File: src/rtl/csr_unit.sv
// csr_unit: machine-mode CSR file and timer-interrupt trap responder for the
// MW stage of the 3-stage RV32 pipeline.
//
// Ports
//   clk, rst            rising-edge clock, async active-high reset
//   instr_valid, pc     MW-stage instruction qualifier and its PC
//   csr_reg_wr          CSRRW write command
//   csr_reg_rd          CSR read command (read data is always driven)
//   is_mret             MRET command
//   csr_addr, csr_wdata CSR address / write data
//   timer_irq           level machine timer interrupt request
//   csr_rdata           combinational read of csr_addr (pre-write value)
//   epc_taken, excep_pc fetch redirect for trap entry / MRET return
module csr_unit #(
  parameter int          XLEN      = 32,
  parameter logic [31:0] MTVEC_RST = 32'h0,
  parameter logic [30:0] CAUSE_MTI = 31'd7
) (
  input  logic            clk,
  input  logic            rst,
  input  logic            instr_valid,
  input  logic [XLEN-1:0] pc,
  input  logic            csr_reg_wr,
  input  logic            csr_reg_rd,
  input  logic            is_mret,
  input  logic [11:0]     csr_addr,
  input  logic [XLEN-1:0] csr_wdata,
  input  logic            timer_irq,
  output logic [XLEN-1:0] csr_rdata,
  output logic            epc_taken,
  output logic [XLEN-1:0] excep_pc
);
  localparam logic [11:0] A_MSTATUS = 12'h300;
  localparam logic [11:0] A_MIE     = 12'h304;
  localparam logic [11:0] A_MTVEC   = 12'h305;
  localparam logic [11:0] A_MEPC    = 12'h341;
  localparam logic [11:0] A_MCAUSE  = 12'h342;
  localparam logic [11:0] A_MIP     = 12'h344;
  localparam logic [11:0] A_MCYCLE  = 12'hB00;

  // Only the architected bits are stored; everything else reads as 0.
  logic            st_mie, st_mpie;
  logic            mie_mtie;
  logic            mip_mtip;
  logic [XLEN-1:2] mtvec_base;
  logic            mtvec_mode;
  logic [XLEN-1:2] mepc;
  logic [XLEN-1:0] mcause;
  logic [XLEN-1:0] mcycle;

  logic irq_take, mret_take, wr_take;

  // Reset gating keeps the redirect quiet while rst is held, even if the
  // pipeline presents a valid MRET.
  assign irq_take  = ~rst & instr_valid & st_mie & mie_mtie & mip_mtip;
  assign mret_take = ~rst & instr_valid & is_mret & ~irq_take;
  assign wr_take   = ~rst & instr_valid & csr_reg_wr & ~irq_take & ~is_mret;

  assign epc_taken = irq_take | mret_take;

  always_comb begin
    excep_pc = '0;
    if (irq_take) begin
      // Vectored mode: BASE + 4*cause.
      excep_pc = {mtvec_base, 2'b00};
      if (mtvec_mode)
        excep_pc = {mtvec_base, 2'b00} + {CAUSE_MTI[XLEN-3:0], 2'b00};
    end else if (mret_take) begin
      excep_pc = {mepc, 2'b00};
    end
  end

  always_comb begin
    csr_rdata = '0;
    case (csr_addr)
      A_MSTATUS: begin
        csr_rdata[3] = st_mie;
        csr_rdata[7] = st_mpie;
      end
      A_MIE:    csr_rdata[7] = mie_mtie;
      A_MTVEC:  csr_rdata = {mtvec_base, 1'b0, mtvec_mode};
      A_MEPC:   csr_rdata = {mepc, 2'b00};
      A_MCAUSE: csr_rdata = mcause;
      A_MIP:    csr_rdata[7] = mip_mtip;
      A_MCYCLE: csr_rdata = mcycle;
      default:  csr_rdata = '0;
    endcase
  end

  always_ff @(posedge clk or posedge rst) begin
    if (rst) begin
      st_mie     <= 1'b0;
      st_mpie    <= 1'b0;
      mie_mtie   <= 1'b0;
      mip_mtip   <= 1'b0;
      mtvec_base <= MTVEC_RST[XLEN-1:2];
      mtvec_mode <= MTVEC_RST[0];
      mepc       <= '0;
      mcause     <= '0;
      mcycle     <= '0;
    end else begin
      mip_mtip <= timer_irq;

      if (wr_take && csr_addr == A_MCYCLE) mcycle <= csr_wdata;
      else                                 mcycle <= mcycle + XLEN'(1);

      if (irq_take) begin
        // The MW instruction is abandoned; mepc points back at it.
        mepc    <= pc[XLEN-1:2];
        mcause  <= {1'b1, CAUSE_MTI};
        st_mpie <= st_mie;
        st_mie  <= 1'b0;
      end else if (mret_take) begin
        st_mie  <= st_mpie;
        st_mpie <= 1'b1;
      end else if (wr_take) begin
        case (csr_addr)
          A_MSTATUS: begin
            st_mie  <= csr_wdata[3];
            st_mpie <= csr_wdata[7];
          end
          A_MIE:    mie_mtie <= csr_wdata[7];
          A_MTVEC: begin
            mtvec_base <= csr_wdata[XLEN-1:2];
            mtvec_mode <= csr_wdata[0];
          end
          A_MEPC:   mepc   <= csr_wdata[XLEN-1:2];
          A_MCAUSE: mcause <= csr_wdata;
          default: ;
        endcase
      end
    end
  end

  // Read data is driven regardless of the read command; low PC bits are
  // never stored because mepc is word aligned.
  logic unused_ok;
  assign unused_ok = ^{csr_reg_rd, pc[1:0], CAUSE_MTI[30:XLEN-2]};
endmodule

File: config.mk
export PLATFORM = sky130hd
export DESIGN_NAME = csr_unit
export DESIGN_NICKNAME = d
export VERILOG_FILES = /design/src/rtl/csr_unit.sv
export SDC_FILE = /design/constraint.sdc
export NUM_CORES = 1
export LEC_CHECK = 0
export BUFFER_PORTS_ARGS = -buffer_cell sky130_fd_sc_hd__buf_2
export CORE_MARGIN = 3
export CORE_UTILIZATION = 30
export CTS_BUF_LIST = sky130_fd_sc_hd__clkbuf_4 sky130_fd_sc_hd__clkbuf_8 sky130_fd_sc_hd__clkbuf_16
export DETAILED_ROUTE_END_ITERATION = 8
export PLACE_DENSITY = 0.49
export SYNTH_ARGS = -nofsm -noshare
export SYNTH_HDL_FRONTEND = slang
export SYNTH_SLANG_ARGS = --single-unit
File: constraint.sdc
create_clock -name clk -period 5.11 [get_ports clk]
set_clock_uncertainty 0.05 [all_clocks]
set_input_delay 0.511 -clock clk [delete_from_list [all_inputs] [get_ports clk]]
set_output_delay 0.511 -clock clk [all_outputs]
set_load 0.01 [all_outputs]
==> results.json, run 1 <==
{
  "outcome": "finished, final reports clean",
  "h-tree-depth": 4,
  "reg2reg_to": "mcycle[19]",
  "drive_gt1_share_pct": 25.8,
  "yosys.area_share.simple_pct": 17.7,
  "switching_share_pct": 23.0,
  "crit_type": "reg2out",
  "synth-adder-area-share_pct": 0.335,
  "p_seq_share_pct": 42.1,
  "hold_viol": 0,
  "synthArstFlopShare_pct": 100,
  "grt_pass1_wl_um": 39500,
  "clock_sinks": 129,
  "detail-route-antenna-nets": 0,
  "rr_worst_depth": 5,
  "layout_common_cells": "buf_2, dfrtp_1, o21ai_0",
  "slowest_stage": "nor4b_4",
  "cts_resized": 0,
  "tns_ns": 0,
  "antenna_found_initial": 1,
  "io_buffers": 142,
  "power.switching_w": 0.000578,
  "synth-main-ff-cell": "dfrtp_1",
  "max_slew_margin_pct": 33.3,
  "row_count": 57,
  "synthMuxAreaShare_pct": 9.07,
  "p_per_area_nw_per_um2": 275,
  "max_freq_ghz": 0.275,
  "clockBufferDepth": 2,
  "drt_iter0_drc": 392,
  "die_h_um": 164,
  "start_util_pct": 30.7,
  "max-cap-violations": 0,
  "drtPass1Iterations": 5,
  "setup_viol": 0,
  "ioPinCount": 148,
  "peakVddDrop_uv": 159,
  "fin_crit_ns": 3.63,
  "end_kind": "output port",
  "clkTransAtPathRegs_ns": 0.05,
  "drc": 0,
  "startpoint_type": "register",
  "cp_cell_sequence": "nand4_1 > nor4b_4 > nand4_1 > xor2_1 > o21ai_0 > buf_2",
  "nFillCells": 2567,
  "postSynthCellCount": 801,
  "ys_warn_count": 0,
  "avgSynthCellArea_um2": 9.34,
  "clockPowerShare_pct": 52.5,
  "hold_path.class": "in2reg",
  "pre_cts_slack_ns": 1.81,
  "grt_max_degree": 130,
  "routed_wirelength_um": 25400,
  "rsz0062_at_grt": "false",
  "synth_xor_area_share_pct": 6.79,
  "numCtsBuffers": 17,
  "die_w_um": 164,
  "synth-seq-cells": 129,
  "area_growth_pct": 22.3,
  "grt_pass1_vias": 6754,
  "whs_ns": 0.158,
  "regToRegStartpoint": "mie_mtie",
  "clk_latency_ns": 0.43,
  "cts_root_buf": "clkbuf_16",
  "cts_setup_buffers": 0,
  "diodes": 0,
  "fin_nets": 1006,
  "cp_slowest_stage_delay_ns": 0.90,
  "via_per_inst": 5.31,
  "grt_use_total_pct": 19.2,
  "place_congestion": 0.776,
  "power_w": 0.00251,
  "internal_power_w": 0.00194,
  "overflow": 0,
  "crit_required_ns": 4.55,
  "syn-cell-area_um2": 7480,
  "cts_tree": "yes",
  "synth-seq-area-share_pct": 43.2,
  "hold_depth": 1,
  "holdPathEnd": "mip_mtip",
  "crit_top_cell": "nand4_1",
  "hold_buffers": 0,
  "worst_path_dominant_cell_family": "simple AND/OR/NAND/NOR gates",
  "dp_hpwl_um": 16600,
  "multiInputGateArea_um2": 3980,
  "vias": 6679,
  "pwr-share-comb_pct": 5.3,
  "worstMarginPinSlew_ns": 0.996,
  "final-seq-area_um2": 3230,
  "wire_per_inst_um": 20.2,
  "die-area_um2": 26900,
  "final_common_cell": "buf_2",
  "synth-compound-area-share_pct": 18.5,
  "synth_edf_count": 0,
  "synth_top_family_by_area": "compound AO/OA/AOI/OAI gates",
  "worst-path-buf-inv": 1,
  "power_leakage_nw": 3.90,
  "synthDistinctLibCells": 52,
  "final.setup.worst_slack_ns": 1.48,
  "regToRegSetupSlack_ns": 2.41,
  "hp-start": "timer_irq",
  "coreArea_um2": 24400,
  "path_max_fanout": 10,
  "worstPathArrival_ns": 3.07,
  "slew_viol_final": 0,
  "timing.final.crit_share_pct": 71.1
}
## state kept, by name (all words and copies together) (netlist names)
register,flops
mtvec_base,30
mcause,32
st_mpie,1
st_mie,1
mip_mtip,1
mepc,30
mcycle,32
mtvec_mode,1
mie_mtie,1
## area by class of cell
cell class / instances / area share [%]
clock inverters: 10 / 1.74
multi-input cells: 599 / 43.5
repair buffers: 159 / 9.30
clock buffers: 22 / 5.13
well taps: 324 / 4.43
flip-flops and latches: 129 / 35.3
inverters: 15 / 0.643
## cell usage after synthesis, types with 2 or more instances
cell / instances / share of area (%)
clkbuf_1: 41 / 2.1
buf_6: 2 / 0.30
nand3_1: 60 / 4.0
nor2_1: 49 / 2.5
o21ai_0: 91 / 6.1
inv_1: 15 / 0.75
buf_1: 2 / 0.10
ha_1: 2 / 0.33
a22oi_1: 54 / 5.4
and2_1: 6 / 0.50
and3_1: 8 / 0.67
nor4_1: 5 / 0.42
mux2i_1: 34 / 4.6
xor2_1: 30 / 3.5
or3_1: 2 / 0.17
nand4_1: 19 / 1.6
nor3_2: 2 / 0.27
nand2b_1: 2 / 0.17
nor4bb_1: 2 / 0.27
and4_1: 5 / 0.59
a22o_1: 29 / 3.4
nor3_1: 14 / 0.94
a21oi_1: 33 / 2.2
buf_4: 6 / 0.60
xnor2_1: 28 / 3.3
buf_2: 8 / 0.54
mux2_2: 30 / 4.5
nor2b_1: 4 / 0.33
nor4b_2: 2 / 0.40
o22a_1: 2 / 0.23
dfrtp_1: 129 / 43
a221o_1: 3 / 0.40
nand2_1: 62 / 3.1
nand4_2: 2 / 0.33
## worst max-delay path by stage
stage / end / slack (ns) / startpoint / depth (start not counted)
3_5_place_dp: excep_pc[20] / 1.81 / rst / 6
3_3_place_gp: excep_pc[20] / 1.83 / rst / 6
5_1_grt: excep_pc[29] / 1.31 / mtvec_mode / 6
4_1_cts: excep_pc[29] / 1.44 / mtvec_base[7] / 6
6_report: excep_pc[29] / 1.48 / mtvec_base[7] / 6
2_1_floorplan: mcause[0] / 1.11 / rst / 1
## kinds of logic after synthesis
logic type	after synthesis
compound gates	219
xor+xnor	58
fa+ha+maj	2
buf+inv	74
flops	129
mux	64
other cells	1
simple gates	254
## power groups by stage
stage               Combinational, W  Clock, W  Sequential [W]
floorplan                  0.0000651         0         0.00107
global placement            0.000135         0         0.00108
detailed placement          0.000135         0         0.00108
CTS                         0.000136   0.00134         0.00106
global route                0.000149   0.00139         0.00106
finish                      0.000134   0.00132         0.00106
## layer usage
layer | vias to the layer above | share of wire (%) | GRT usage (%)
li1 | 3172 | - | -
met1 | 3323 | 48 | 27.2
met2 | 167 | 47 | 30.6
met3 | 15 | 4.8 | 3.93
met4 | 2 | 0.61 | 3.88
met5 | - | 0.067 | 0
## stage by stage
stage	std cells	util, %	area, um^2
after CTS	1258	37.5	9150
after global placement	1226	34.9	8520
final	1258	37.5	9150
after detailed placement	1226	34.9	8520
after floorplan	802	-	7480
after global routing	1258	37.5	9150
(Power assumes the default switching activity.)
==> run 2: changes to the inputs <==
Settings changed: PLACE_DENSITY 0.49 to 0.5.
Clock period 5.11 ns to 3 ns, I/O delays scaled along.
==> run 2 against run 1 <==
Clock power increased by 54%. Critical endpoint is now excep_pc[20]. Non-clock buffer count increased by 19. Global-route usage decreased by 0.25 points. Sequential share of layout area decreased by 0.59 points. Combinational power increased by 77%. Critical path depth increased by 3. Largest cell class unchanged. Final area increased by 1.7%. Via count increased by 0.61%.
==> results.json, run 2 (synthesized netlist as in run 1, its figures left out) <==
{
  "design_area_um2": 9300,
  "rsz0062_at_grt": "false",
  "hp-start": "pc[21]",
  "hold_depth": 3,
  "whs_ns": 0.0229,
  "grt_pass1_vias": 6899,
  "clk_latency_ns": 0.42,
  "grt_pass1_wl_um": 39200,
  "clock_sinks": 129,
  "rr_worst_depth": 4,
  "cts_root_buf": "clkbuf_16",
  "wire_per_inst_um": 19.7,
  "clkTransAtPathRegs_ns": 0.06,
  "nFillCells": 2575,
  "grt_util_met2_pct": 29.8,
  "regToRegStartpoint": "mcycle[9]",
  "reg2reg_to": "mcycle[27]",
  "critPathLaunch": "mtvec_base[2]",
  "fin_crit_ns": 2.77,
  "routed_wirelength_um": 25100,
  "vias": 6720,
  "worstMarginPinSlew_ns": 0.768,
  "crit_type": "reg2out",
  "die-area_um2": 26900,
  "ioPinCount": 148,
  "max_slew_margin_pct": 48.8,
  "area_growth_pct": 24.4,
  "grt.busiest_layer": "met2",
  "crit_required_ns": 2.65,
  "drtPass1Iterations": 5,
  "numCtsBuffers": 17,
  "path_max_fanout": 9,
  "p_per_area_nw_per_um2": 438,
  "row_count": 57,
  "timing.final.crit_share_pct": 92.2,
  "die_h_um": 164,
  "grt_use_met3_pct": 3.35,
  "cts_setup_buffers": 0,
  "dpl_cell_area_um2": 8710,
  "h-tree-depth": 4,
  "detail-route-antenna-nets": 0,
  "max_freq_ghz": 0.361,
  "peakVddDrop_uv": 316,
  "coreArea_um2": 24400,
  "reg_top3": "mcause: 32 flops, mcycle: 32 flops",
  "antenna_found_initial": 1,
  "cts_resized": 0,
  "grt_max_degree": 73,
  "dp_hpwl_um": 17300,
  "use_met1_pct": 27.0,
  "overflow": 0,
  "start_util_pct": 30.7,
  "via_per_inst": 5.26,
  "drc": 0,
  "outcome": "finished, final reports clean",
  "drive_gt1_share_pct": 27.0,
  "clockBufferDepth": 2,
  "tns_ns": 0,
  "die_w_um": 164,
  "fin_nets": 1025,
  "hold_path.class": "in2reg",
  "end_kind": "output port",
  "drt_iter0_drc": 403,
  "startpoint_type": "register",
  "holdPathEnd": "mepc[21]",
  "io_buffers": 142,
  "max-cap-violations": 0,
  "cts_tree": "yes",
  "hold_viol": 0,
  "regToRegSetupSlack_ns": 0.86,
  "final_common_cell": "buf_2",
  "layout_common_cells": "buf_2, dfrtp_1, o21ai_0",
  "slew_viol_final": 0,
  "hold_buffers": 2,
  "setup_viol": 0,
  "grt_use_total_pct": 19.0,
  "place_congestion": 0.808,
  "power_leakage_nw": 3.98,
  "worstPathArrival_ns": 2.42
}
==> run 2: cell types whose count changed in the layout (fill, tap and decap cells not counted), moves of 2 or more <==
cell | previous run | this run
clkbuf_8 | 1 | 3
bufinv_16 | 4 | 1
dlygate4sd3_1 | 0 | 2
buf_12 | 1 | 7
buf_4 | 16 | 27
==> run 2: final cells by class <==
type,instances,area [um^2],area share [%]
Clock inverter,9,82.6,0.888
Timing Repair Buffer,178,1070,11.5
Tap cell,324,405,4.36
Inverter,15,60.1,0.646
Clock buffer,23,489,5.26
Sequential cell,129,3230,34.7
Antenna cell,1,2.50,0.0269
Multi-Input combinational cell,599,3960,42.6
==> run 2: how the worst max path moves through the flow <==
stage | end | slack [ns] | depth (start not counted)
global placement | mcause[10] | 0.50 | 7
floorplan | excep_pc[31] | 0.77 | 6
detailed placement | mcause[6] | 0.47 | 7
CTS | excep_pc[20] | 0.21 | 9
global route | excep_pc[29] | 0.004 | 7
finish | excep_pc[20] | 0.23 | 9
==> run 2: worst max-delay path, cell delays in order, from the launching register on <==
cell,delay (ns)
dfrtp_1,0.40
inv_1,0.08
ha_1,0.22
nand2b_1,0.13
nor4b_2,0.22
buf_4,0.24
nand3_1,0.11
xor2_1,0.16
o21ai_0,0.24
buf_2,0.19
==> run 2: layer usage <==
metal / share of wire (%) / wire [um]
met1: 48 / 11900
met4: 1.4 / 351
met5: 0 / 0
met2: 46 / 11600
met3: 4.7 / 1190
==> run 2: metrics by stage <==
step                      cells  util, %  setup WS (ns)  total power [W]
after floorplan             802        -          0.771          0.00194
after global placement     1243     35.7          0.500          0.00207
after detailed placement   1243     35.7          0.474          0.00207
after CTS                  1277     38.1          0.209          0.00411
after global routing       1278     38.1        0.00402          0.00423
final                      1278     38.1          0.233          0.00408
==> run 2: power breakdown <==
part	leakage (nW)	switching, W	internal (W)
clock network	0.283	0.000804	0.00123
registers	1.76	0.0000355	0.00177
logic	1.94	0.000150	0.0000875
total	3.98	0.000990	0.00309
